File: src/rtl/mem_arbiter_if.sv
// Bundle shared by mem_arbiter: both caches' memory-side ports plus the memory slave port.
// master = arbiter view, slave = environment (caches + memory) view.
interface mem_arbiter_if #(
  parameter int LINE_SIZE    = 32,
  parameter int BLOCK_SIZE   = 2,
  parameter int ADDRESS_SIZE = 32
);
  localparam int BW = (1 << BLOCK_SIZE) * LINE_SIZE;
  localparam int AW = ADDRESS_SIZE - BLOCK_SIZE - 2;

  logic          r0_read_i;
  logic          r0_wr_i;
  logic [AW-1:0] r0_addr_i;
  logic [BW-1:0] r0_wdata_i;
  logic          r0_busywait_o;
  logic [BW-1:0] r0_rdata_o;
  logic          r0_read_done_o;
  logic          r0_write_done_o;

  logic          r1_read_i;
  logic          r1_wr_i;
  logic [AW-1:0] r1_addr_i;
  logic [BW-1:0] r1_wdata_i;
  logic          r1_busywait_o;
  logic [BW-1:0] r1_rdata_o;
  logic          r1_read_done_o;
  logic          r1_write_done_o;

  logic          m_read_o;
  logic          m_wr_o;
  logic [AW-1:0] m_addr_o;
  logic [BW-1:0] m_wdata_o;
  logic          m_busywait_i;
  logic [BW-1:0] m_rdata_i;
  logic          m_read_done_i;
  logic          m_write_done_i;

  modport master (
    input  r0_read_i, r0_wr_i, r0_addr_i, r0_wdata_i,
    output r0_busywait_o, r0_rdata_o, r0_read_done_o, r0_write_done_o,
    input  r1_read_i, r1_wr_i, r1_addr_i, r1_wdata_i,
    output r1_busywait_o, r1_rdata_o, r1_read_done_o, r1_write_done_o,
    output m_read_o, m_wr_o, m_addr_o, m_wdata_o,
    input  m_busywait_i, m_rdata_i, m_read_done_i, m_write_done_i
  );

  modport slave (
    output r0_read_i, r0_wr_i, r0_addr_i, r0_wdata_i,
    input  r0_busywait_o, r0_rdata_o, r0_read_done_o, r0_write_done_o,
    output r1_read_i, r1_wr_i, r1_addr_i, r1_wdata_i,
    input  r1_busywait_o, r1_rdata_o, r1_read_done_o, r1_write_done_o,
    input  m_read_o, m_wr_o, m_addr_o, m_wdata_o,
    output m_busywait_i, m_rdata_i, m_read_done_i, m_write_done_i
  );
endinterface

File: src/rtl/mem_arbiter.sv
// Two-port block-memory arbiter (port 0 = I-cache, port 1 = D-cache), one transaction at a time.
// Optional MEM_ARB_ROUND_ROBIN_EN: alternate grants on ties instead of fixed port-0 priority.
module mem_arbiter #(
  parameter int LINE_SIZE    = 32,
  parameter int BLOCK_SIZE   = 2,
  parameter int ADDRESS_SIZE = 32
) (
  input  logic          clk_i,
  input  logic          reset_i,
  mem_arbiter_if.master bus
);
  localparam int BW = (1 << BLOCK_SIZE) * LINE_SIZE;
  localparam int AW = ADDRESS_SIZE - BLOCK_SIZE - 2;

  typedef enum logic [1:0] {
    IDLE    = 2'd0,
    ACCESS  = 2'd1,
    RELEASE = 2'd2
  } state_t;

  state_t state_r;
  logic   grant_r;
  logic   last_grant_r;
  logic   op_wr_r;
  logic   m_read_r;
  logic   m_wr_r;

  logic   req0_s;
  logic   req1_s;
  logic   next_grant_s;
  logic   next_wr_s;
  logic   done_hit_s;
  logic   in_access_s;
  logic   rd_fwd_s;
  logic   wr_fwd_s;

  // Request decode and winner selection for the next grant.
  always_comb begin
    req0_s       = bus.r0_read_i | bus.r0_wr_i;
    req1_s       = bus.r1_read_i | bus.r1_wr_i;
    next_grant_s = 1'b0;
    if (req0_s && req1_s) begin
`ifdef MEM_ARB_ROUND_ROBIN_EN
      next_grant_s = ~last_grant_r;
`else
      // last_grant is still tracked here; fixed priority simply ignores it
      next_grant_s = 1'b0 & last_grant_r;
`endif
    end else if (req1_s) begin
      next_grant_s = 1'b1;
    end else begin
      next_grant_s = 1'b0;
    end
    // A simultaneous read+write strobe is served as a write
    next_wr_s  = next_grant_s ? bus.r1_wr_i : bus.r0_wr_i;
    done_hit_s = op_wr_r ? bus.m_write_done_i : bus.m_read_done_i;
  end

  // Arbitration FSM with registered memory strobes.
  always_ff @(posedge clk_i or posedge reset_i) begin
    if (reset_i) begin
      state_r      <= IDLE;
      grant_r      <= 1'b0;
      last_grant_r <= 1'b1;
      op_wr_r      <= 1'b0;
      m_read_r     <= 1'b0;
      m_wr_r       <= 1'b0;
    end else begin
      case (state_r)
        IDLE: begin
          if (req0_s || req1_s) begin
            grant_r      <= next_grant_s;
            last_grant_r <= next_grant_s;
            op_wr_r      <= next_wr_s;
            m_wr_r       <= next_wr_s;
            m_read_r     <= ~next_wr_s;
            state_r      <= ACCESS;
          end else begin
            m_read_r <= 1'b0;
            m_wr_r   <= 1'b0;
          end
        end
        ACCESS: begin
          if (done_hit_s) begin
            m_read_r <= 1'b0;
            m_wr_r   <= 1'b0;
            state_r  <= RELEASE;
          end else begin
            state_r <= ACCESS;
          end
        end
        RELEASE: begin
          // One dead cycle lets the served cache drop its request
          m_read_r <= 1'b0;
          m_wr_r   <= 1'b0;
          state_r  <= IDLE;
        end
        default: begin
          m_read_r <= 1'b0;
          m_wr_r   <= 1'b0;
          state_r  <= IDLE;
        end
      endcase
    end
  end

  // Memory-side mux and done/rdata routing back to the granted cache only.
  always_comb begin
    in_access_s   = (state_r == ACCESS);
    rd_fwd_s      = in_access_s & bus.m_read_done_i & ~op_wr_r;
    wr_fwd_s      = in_access_s & bus.m_write_done_i & op_wr_r;

    bus.m_read_o  = m_read_r;
    bus.m_wr_o    = m_wr_r;
    if (in_access_s) begin
      bus.m_addr_o  = grant_r ? bus.r1_addr_i  : bus.r0_addr_i;
      bus.m_wdata_o = grant_r ? bus.r1_wdata_i : bus.r0_wdata_i;
    end else begin
      bus.m_addr_o  = {AW{1'b0}};
      bus.m_wdata_o = {BW{1'b0}};
    end

    bus.r0_read_done_o  = rd_fwd_s & ~grant_r;
    bus.r0_write_done_o = wr_fwd_s & ~grant_r;
    bus.r1_read_done_o  = rd_fwd_s & grant_r;
    bus.r1_write_done_o = wr_fwd_s & grant_r;

    if (in_access_s && !grant_r) begin
      bus.r0_rdata_o = bus.m_rdata_i;
    end else begin
      bus.r0_rdata_o = {BW{1'b0}};
    end
    if (in_access_s && grant_r) begin
      bus.r1_rdata_o = bus.m_rdata_i;
    end else begin
      bus.r1_rdata_o = {BW{1'b0}};
    end

    bus.r0_busywait_o = req0_s & ~(bus.r0_read_done_o | bus.r0_write_done_o);
    bus.r1_busywait_o = req1_s & ~(bus.r1_read_done_o | bus.r1_write_done_o);
  end
endmodule

File: src/flat_wrapper.sv
// flat-port wrapper written by rule: the top's interface ports become plain ports
module mem_arbiter_flat 
#(
  parameter int LINE_SIZE    = 32,
  parameter int BLOCK_SIZE   = 2,
  parameter int ADDRESS_SIZE = 32
)
  (clk_i, reset_i, bus_r0_read_i, bus_r0_wr_i, bus_r0_addr_i, bus_r0_wdata_i, bus_r0_busywait_o, bus_r0_rdata_o, bus_r0_read_done_o, bus_r0_write_done_o, bus_r1_read_i, bus_r1_wr_i, bus_r1_addr_i, bus_r1_wdata_i, bus_r1_busywait_o, bus_r1_rdata_o, bus_r1_read_done_o, bus_r1_write_done_o, bus_m_read_o, bus_m_wr_o, bus_m_addr_o, bus_m_wdata_o, bus_m_busywait_i, bus_m_rdata_i, bus_m_read_done_i, bus_m_write_done_i);
  mem_arbiter_if #(.LINE_SIZE(LINE_SIZE), .BLOCK_SIZE(BLOCK_SIZE), .ADDRESS_SIZE(ADDRESS_SIZE)) bus_i ();
  input  logic clk_i;
  input  logic reset_i;
  input wire logic [$bits(bus_i.r0_read_i)-1:0] bus_r0_read_i;
  input wire logic [$bits(bus_i.r0_wr_i)-1:0] bus_r0_wr_i;
  input wire logic [$bits(bus_i.r0_addr_i)-1:0] bus_r0_addr_i;
  input wire logic [$bits(bus_i.r0_wdata_i)-1:0] bus_r0_wdata_i;
  output wire logic [$bits(bus_i.r0_busywait_o)-1:0] bus_r0_busywait_o;
  output wire logic [$bits(bus_i.r0_rdata_o)-1:0] bus_r0_rdata_o;
  output wire logic [$bits(bus_i.r0_read_done_o)-1:0] bus_r0_read_done_o;
  output wire logic [$bits(bus_i.r0_write_done_o)-1:0] bus_r0_write_done_o;
  input wire logic [$bits(bus_i.r1_read_i)-1:0] bus_r1_read_i;
  input wire logic [$bits(bus_i.r1_wr_i)-1:0] bus_r1_wr_i;
  input wire logic [$bits(bus_i.r1_addr_i)-1:0] bus_r1_addr_i;
  input wire logic [$bits(bus_i.r1_wdata_i)-1:0] bus_r1_wdata_i;
  output wire logic [$bits(bus_i.r1_busywait_o)-1:0] bus_r1_busywait_o;
  output wire logic [$bits(bus_i.r1_rdata_o)-1:0] bus_r1_rdata_o;
  output wire logic [$bits(bus_i.r1_read_done_o)-1:0] bus_r1_read_done_o;
  output wire logic [$bits(bus_i.r1_write_done_o)-1:0] bus_r1_write_done_o;
  output wire logic [$bits(bus_i.m_read_o)-1:0] bus_m_read_o;
  output wire logic [$bits(bus_i.m_wr_o)-1:0] bus_m_wr_o;
  output wire logic [$bits(bus_i.m_addr_o)-1:0] bus_m_addr_o;
  output wire logic [$bits(bus_i.m_wdata_o)-1:0] bus_m_wdata_o;
  input wire logic [$bits(bus_i.m_busywait_i)-1:0] bus_m_busywait_i;
  input wire logic [$bits(bus_i.m_rdata_i)-1:0] bus_m_rdata_i;
  input wire logic [$bits(bus_i.m_read_done_i)-1:0] bus_m_read_done_i;
  input wire logic [$bits(bus_i.m_write_done_i)-1:0] bus_m_write_done_i;
  assign bus_i.r0_read_i = bus_r0_read_i;
  assign bus_i.r0_wr_i = bus_r0_wr_i;
  assign bus_i.r0_addr_i = bus_r0_addr_i;
  assign bus_i.r0_wdata_i = bus_r0_wdata_i;
  assign bus_r0_busywait_o = bus_i.r0_busywait_o;
  assign bus_r0_rdata_o = bus_i.r0_rdata_o;
  assign bus_r0_read_done_o = bus_i.r0_read_done_o;
  assign bus_r0_write_done_o = bus_i.r0_write_done_o;
  assign bus_i.r1_read_i = bus_r1_read_i;
  assign bus_i.r1_wr_i = bus_r1_wr_i;
  assign bus_i.r1_addr_i = bus_r1_addr_i;
  assign bus_i.r1_wdata_i = bus_r1_wdata_i;
  assign bus_r1_busywait_o = bus_i.r1_busywait_o;
  assign bus_r1_rdata_o = bus_i.r1_rdata_o;
  assign bus_r1_read_done_o = bus_i.r1_read_done_o;
  assign bus_r1_write_done_o = bus_i.r1_write_done_o;
  assign bus_m_read_o = bus_i.m_read_o;
  assign bus_m_wr_o = bus_i.m_wr_o;
  assign bus_m_addr_o = bus_i.m_addr_o;
  assign bus_m_wdata_o = bus_i.m_wdata_o;
  assign bus_i.m_busywait_i = bus_m_busywait_i;
  assign bus_i.m_rdata_i = bus_m_rdata_i;
  assign bus_i.m_read_done_i = bus_m_read_done_i;
  assign bus_i.m_write_done_i = bus_m_write_done_i;
  mem_arbiter #(.LINE_SIZE(LINE_SIZE), .BLOCK_SIZE(BLOCK_SIZE), .ADDRESS_SIZE(ADDRESS_SIZE)) u_core (.clk_i(clk_i), .reset_i(reset_i), .bus(bus_i));
endmodule
File: config.mk
export PLATFORM = sky130hd
export DESIGN_NAME = mem_arbiter_flat
export DESIGN_NICKNAME = d
export VERILOG_FILES = /design/src/rtl/mem_arbiter_if.sv /design/src/rtl/mem_arbiter.sv /design/src/flat_wrapper.sv
export SDC_FILE = /design/constraint.sdc
export NUM_CORES = 1
export LEC_CHECK = 0
export BUFFER_PORTS_ARGS = -buffer_cell sky130_fd_sc_hd__buf_4
export CORE_AREA = 2 2 338 340
export CTS_CLUSTER_DIAMETER = 200
export CTS_CLUSTER_SIZE = 25
export DETAILED_ROUTE_END_ITERATION = 10
export DIE_AREA = 0 0 340 342
export SLEW_MARGIN = 20
export SYNTH_ARGS = -nofsm -noshare
export SYNTH_HDL_FRONTEND = slang
export SYNTH_SLANG_ARGS = --single-unit
File: constraint.sdc
create_clock -name clk_i -period 3.35 [get_ports clk_i]
set_clock_uncertainty 0.1 [all_clocks]
set_input_delay 0.5025 -clock clk_i [delete_from_list [all_inputs] [get_ports clk_i]]
set_output_delay 0.5025 -clock clk_i [all_outputs]
set_load 0.05 [all_outputs]
=== Yosys cells after proc, flatten, opt, wreduce, memory -nomap -nowiden ===
Index checks and enable logic that the tools add are counted.

* Register bits: 6
* Output and inout port bits: 420
* Word-level logic and storage cells: 52

* Bitwise logic cells: 19
* Reduce and logical (&&, ||, !) cells: 7
* Equal/unequal tests: 3
* Multiplexer cells: 18

{| class="wikitable"
|+ Operators by type and width
! cell !! number
|-
| two-way mux 128 bit || 4
|-
| two-way mux 28 bit || 2
|-
| bitwise AND 1 bit || 10
|-
| two-way mux 1 bit || 7
|-
| NOT 1 bit || 5
|-
| two-way mux 2 bit || 2
|-
| inequality test 2 x 1 -> 1 bit, second input constant || 2
|-
| OR 1 bit || 4
|-
| one-hot mux 1 bit (2 select lines) || 2
|-
| one-hot mux 2 bit (2 select lines) || 1
|-
| logical AND 1 bit || 3
|-
| equality test 2 x 1 -> 1 bit, second input constant || 1
|-
| logical NOT 2 bit || 1
|-
| AND reduction 2 bit || 1
|-
| logical NOT 1 bit || 1
|-
| logical OR 1 bit || 1
|}

=== Depth between registers and ports, before layout ===
* Word-level depth: 7
* Mapped depth: 6
* Depth with buffers taken out: 3

=== Worst setup path before layout ===
Ideal clock, no wire load.

* Path kind: reg2out
* Start: register u_core.state_r[0]
* End: output port bus_r1_busywait_o
* Data required time: 2.747 ns
* Arrival: 1.837 ns
* Slack: 0.911 ns
* Cell stages (with the launch flop): 7
* Path through: dfrtp_1 nor2b_4 and2_1 buf_2 buf_6 buf_6 a21oi_1

* Cells in the longest elaborated chain, start to end: 7
* Elaborated cells on any way between the ends: 10
* Classes of those cells: 1 x eq/ne; 9 x bitwise

{| class="wikitable"
|+ Ends and longest elaborated chain
! what !! RTL line !! text
|-
| start: declaration || mem_arbiter.sv:21 || <nowiki>state_t state_r;</nowiki>
|-
| start signal: assignment || mem_arbiter.sv:62 || <nowiki>state_r <= IDLE;</nowiki>
|-
| start signal: assignment || mem_arbiter.sv:77 || <nowiki>state_r <= ACCESS;</nowiki>
|-
| start signal: assignment || mem_arbiter.sv:87 || <nowiki>state_r <= RELEASE;</nowiki>
|-
| equality test 2 x 1 -> 1 bit * || mem_arbiter.sv:109 || <nowiki>in_access_s = (state_r == ACCESS);</nowiki>
|-
| bitwise AND 1 bit (on tied branches) (2 in series) || mem_arbiter.sv:110, mem_arbiter.sv:111 ||
|-
| bitwise AND 1 bit (on tied branches) || mem_arbiter.sv:125, mem_arbiter.sv:126 ||
|-
| OR 1 bit * || mem_arbiter.sv:140 || <nowiki>bus.r1_busywait_o = req1_s & ~(bus.r1_read_done_o | bus.r1_write_done_o);</nowiki>
|-
| NOT 1 bit * || mem_arbiter.sv:140 ||
|-
| bitwise AND 1 bit * || mem_arbiter.sv:140 ||
|-
| end: declaration || flat_wrapper.sv:24 || <nowiki>output wire logic [$bits(bus_i.r1_busywait_o)-1:0] bus_r1_busywait_o;</nowiki>
|}

Mark *: on every way between the ends. The rest lies on a longest branch, timed or not.

=== Worst setup path in the final report ===
* Start: register u_core.grant_r
* End: output port bus_m_wdata_o[41]

* Cells in the longest elaborated chain, start to end: 2

{| class="wikitable"
|+ Ends and longest elaborated chain
! what !! RTL line !! text
|-
| start: declaration || mem_arbiter.sv:22 || <nowiki>logic grant_r;</nowiki>
|-
| start signal: assignment || mem_arbiter.sv:72 || <nowiki>grant_r <= next_grant_s;</nowiki>
|-
| two-way mux 128 bit || mem_arbiter.sv:117 || <nowiki>bus.m_wdata_o = grant_r ? bus.r1_wdata_i : bus.r0_wdata_i;</nowiki>
|-
| two-way mux 128 bit || mem_arbiter.sv:115 || <nowiki>if (in_access_s) begin</nowiki>
|-
| end: declaration || flat_wrapper.sv:31 || <nowiki>output wire logic [$bits(bus_i.m_wdata_o)-1:0] bus_m_wdata_o;</nowiki>
|}

Every way passes these cells.

==> impl_metrics.yaml <==
outcome:
  outcome: "finished clean"
power_and_ir_drop:
  p_sw_mw: 11.4
  p_sw_frac: 0.722
  vdd_drop_max_mv: 0.402
  finalPower_mw: 15.8
  clockPowerShare: 0.013
  seq_power_share: 0.013
  p_leak_nw: 6.35
  p_int_mw: 4.38
  powerDensity_nw_per_um2: 1310
  combPwrFrac: 0.974
finish:
  nFillCells: 13200
  drive_gt1_frac: 0.664
  fin_nets: 1786
  multi_input_area_um2: 3160
  ff_latch_area_um2: 154
  area_growth_pct: 220
logic_synthesis:
  ys_async_sr_fraction: 1.00
  syn_area_per_cell_um2: 7.08
  synthTopCellsByCount: "a22o_1 (156), and2_1 (129), and3_1 (128), clkbuf_1 (31), buf_2 (20)"
  synth-warning-count: 0
  synth_cell_type_count: 23
  yosysTopAreaCell: "a22o_1"
  synth_ff_type: "dfrtp_1"
  syn_area_um2: 3760
  synth_most_common_cell: "a22o_1"
  syn_nets: 980
  synth_cells: 531
  ys_seq_area_frac: 0.0400
  synth_edf_count: 0
  ys_top_cells_by_area: "a22o_1 (36%), and2_1 (21%), and3_1 (21%)"
  synth_top_area_frac: 0.364
  ys_ff_latch: 6
clocking:
  path_clk_slew_ns: 0.04
  cts_setup_buffers: 0
  insertion_delay_ns: 0.23
  h-tree-depth: 1
  cts-root-buf: "clkbuf_16"
  cts_tree: "yes"
  cts_sinks: 6
  postCtsHoldBufs: 0
  cts_inserted_buffers: 3
  clk_path_buf_depth: 2
  cts.repair.resized: 0
timing:
  setup_viol: 0
  hold_violations: 0
  tightest_slew_ns: 0.638
  finalMaxSlewViolations: 0
  period_needed_ns: 2.86
  tns_ns: 0
  period_share: 0.852
  rsz0062_at_grt: "no"
  max_slew_margin: 0.575
  fmax_mhz: 350
worst_setup_path:
  r2r_cells: 4
  reg2reg_slack_ns: 1.97
  crit_slowest_cell: "dfrtp_4"
  cp-startpoint: "u_core.grant_r"
  reg2reg_to: "u_core.bus.m_read_o"
  cp_cell_sequence: "and2_4, buf_12, a22o_1, buf_4"
  cpLargestDelayFamily: "flip-flops"
  end_kind: "output port"
  worst-path-buf-inv: 2
  critPathArrivalTime_ns: 2.25
  r2r-start: "u_core.state_r[1]"
  path_class: "flop to output port"
  startpoint_type: "flop"
  crit_path_max_incr_delay_ns: 0.66
  critPathMaxFanout: 79
  cp.required_ns: 2.75
routing:
  wl_per_cell_um: 28.9
  route.detailed.drc: 0
  drt-total-wl_mm: 82.8
  vias_per_cell: 2.83
  dr.pass1.iters: 5
  via_count: 8086
  drt-initial-drc-count: 465
  ant_nets: 0
global_route:
  grt_overflow: 0
  grt_max_degree: 132
  grt_pass1_wl_mm: 98.7
  grt_util_all_layers: 0.133
  antenna_found_initial: 48
  grt_pass1_vias: 7678
die:
  io_pins: 869
  core_area_um2: 113000
  fp.dieH_um: 342
  die_w_um: 340
  start_util: 0.0332
  die_area_um2: 116000
  rows: 124
worst_hold_path:
  hold_class: "input port to asynchronous set/reset pin"
placed_design:
  globalplace.congestion: 0.963
  port-buffer-count: 867
  post-dp-hpwl_mm: 77.8
flow_run:
  maxCapViolCount: 0
[stage by stage]
| stage | setup WS (ns) | hold slack, ns | std cells | utilization | instance area, um2 |
|---|---|---|---|---|---|
| after CTS | 0.475 | 0.102 | 2848 | 0.106 | 12000 |
| after floorplan | 0.911 | 0.193 | 531 | - | 3760 |
| final | 0.495 | 0.0995 | 2861 | 0.106 | 12000 |
| after global placement | 0.752 | 0.335 | 2844 | 0.105 | 11900 |
| after detailed placement | 0.722 | 0.342 | 2844 | 0.105 | 11900 |
| after global routing | 0.435 | 0.121 | 2851 | 0.106 | 12000 |
[registers in the layout (all words and copies together), names as in the netlist]
register             flops
u_core.grant_r           1
u_core.state_r           2
u_core.op_wr_r           1
u_core.bus.m_wr_o        1
u_core.bus.m_read_o      1
[power by group through the flow]
stage	Combinational [mW]	Clock, mW	Sequential (mW)
floorplan	9.66	0	0.169
global placement	15.6	0	0.206
detailed placement	15.6	0	0.210
CTS	15.7	0.202	0.210
global route	16.0	0.210	0.215
finish	15.4	0.201	0.203
[logic make-up after synthesis]
group	synth area share
buffers and inverters	0.122
DFF	0.0400
and+or+nand+nor	0.457
AOI/OAI and AO/OA	0.382
[cell type report]
cell class,count,area share
Timing Repair Buffer,879,0.558
Multi-Input combinational cell,445,0.262
Tap cell,1512,0.157
Sequential cell,6,0.0128
Clock buffer,4,0.00655
Antenna cell,13,0.00270
Inverter,2,0.000624
[worst max path at each step]
stage                   endpoint  slack (ns)  depth (start not counted)
6_report       bus_m_wdata_o[41]        0.49                          4
5_1_grt        bus_m_wdata_o[41]        0.44                          4
4_1_cts        bus_m_wdata_o[41]        0.47                          4
3_5_place_dp   bus_m_wdata_o[41]        0.72                          4
3_3_place_gp   bus_m_wdata_o[34]        0.75                          4
2_1_floorplan  bus_r1_busywait_o        0.91                          6
[metal layers]
layer / part of all wire / track usage / wire length (um)
met5: 0.0029 / 0 / 236
met4: 0.0070 / 0.00747 / 578
met3: 0.12 / 0.0619 / 9550
met2: 0.48 / 0.233 / 40000
met1: 0.39 / 0.155 / 32400
[cells in the final DEF (no fill, tap or decap)]
master,count
a21oi_1,5
a22o_1,156
and2_1,128
and2_4,1
and3_1,128
buf_12,9
buf_4,870
clkbuf_1,1
clkbuf_16,3
dfrtp_1,5
dfrtp_4,1
diode_2,13
inv_1,2
nand2_1,5
nand2b_1,3
nand3b_1,1
nor2_1,8
nor2_4,1
nor2b_1,1
nor2b_4,1
o21ai_0,2
o21bai_1,2
o22a_1,1
o32ai_1,1
or2_2,1
Power figures use the tool's default switching activity.
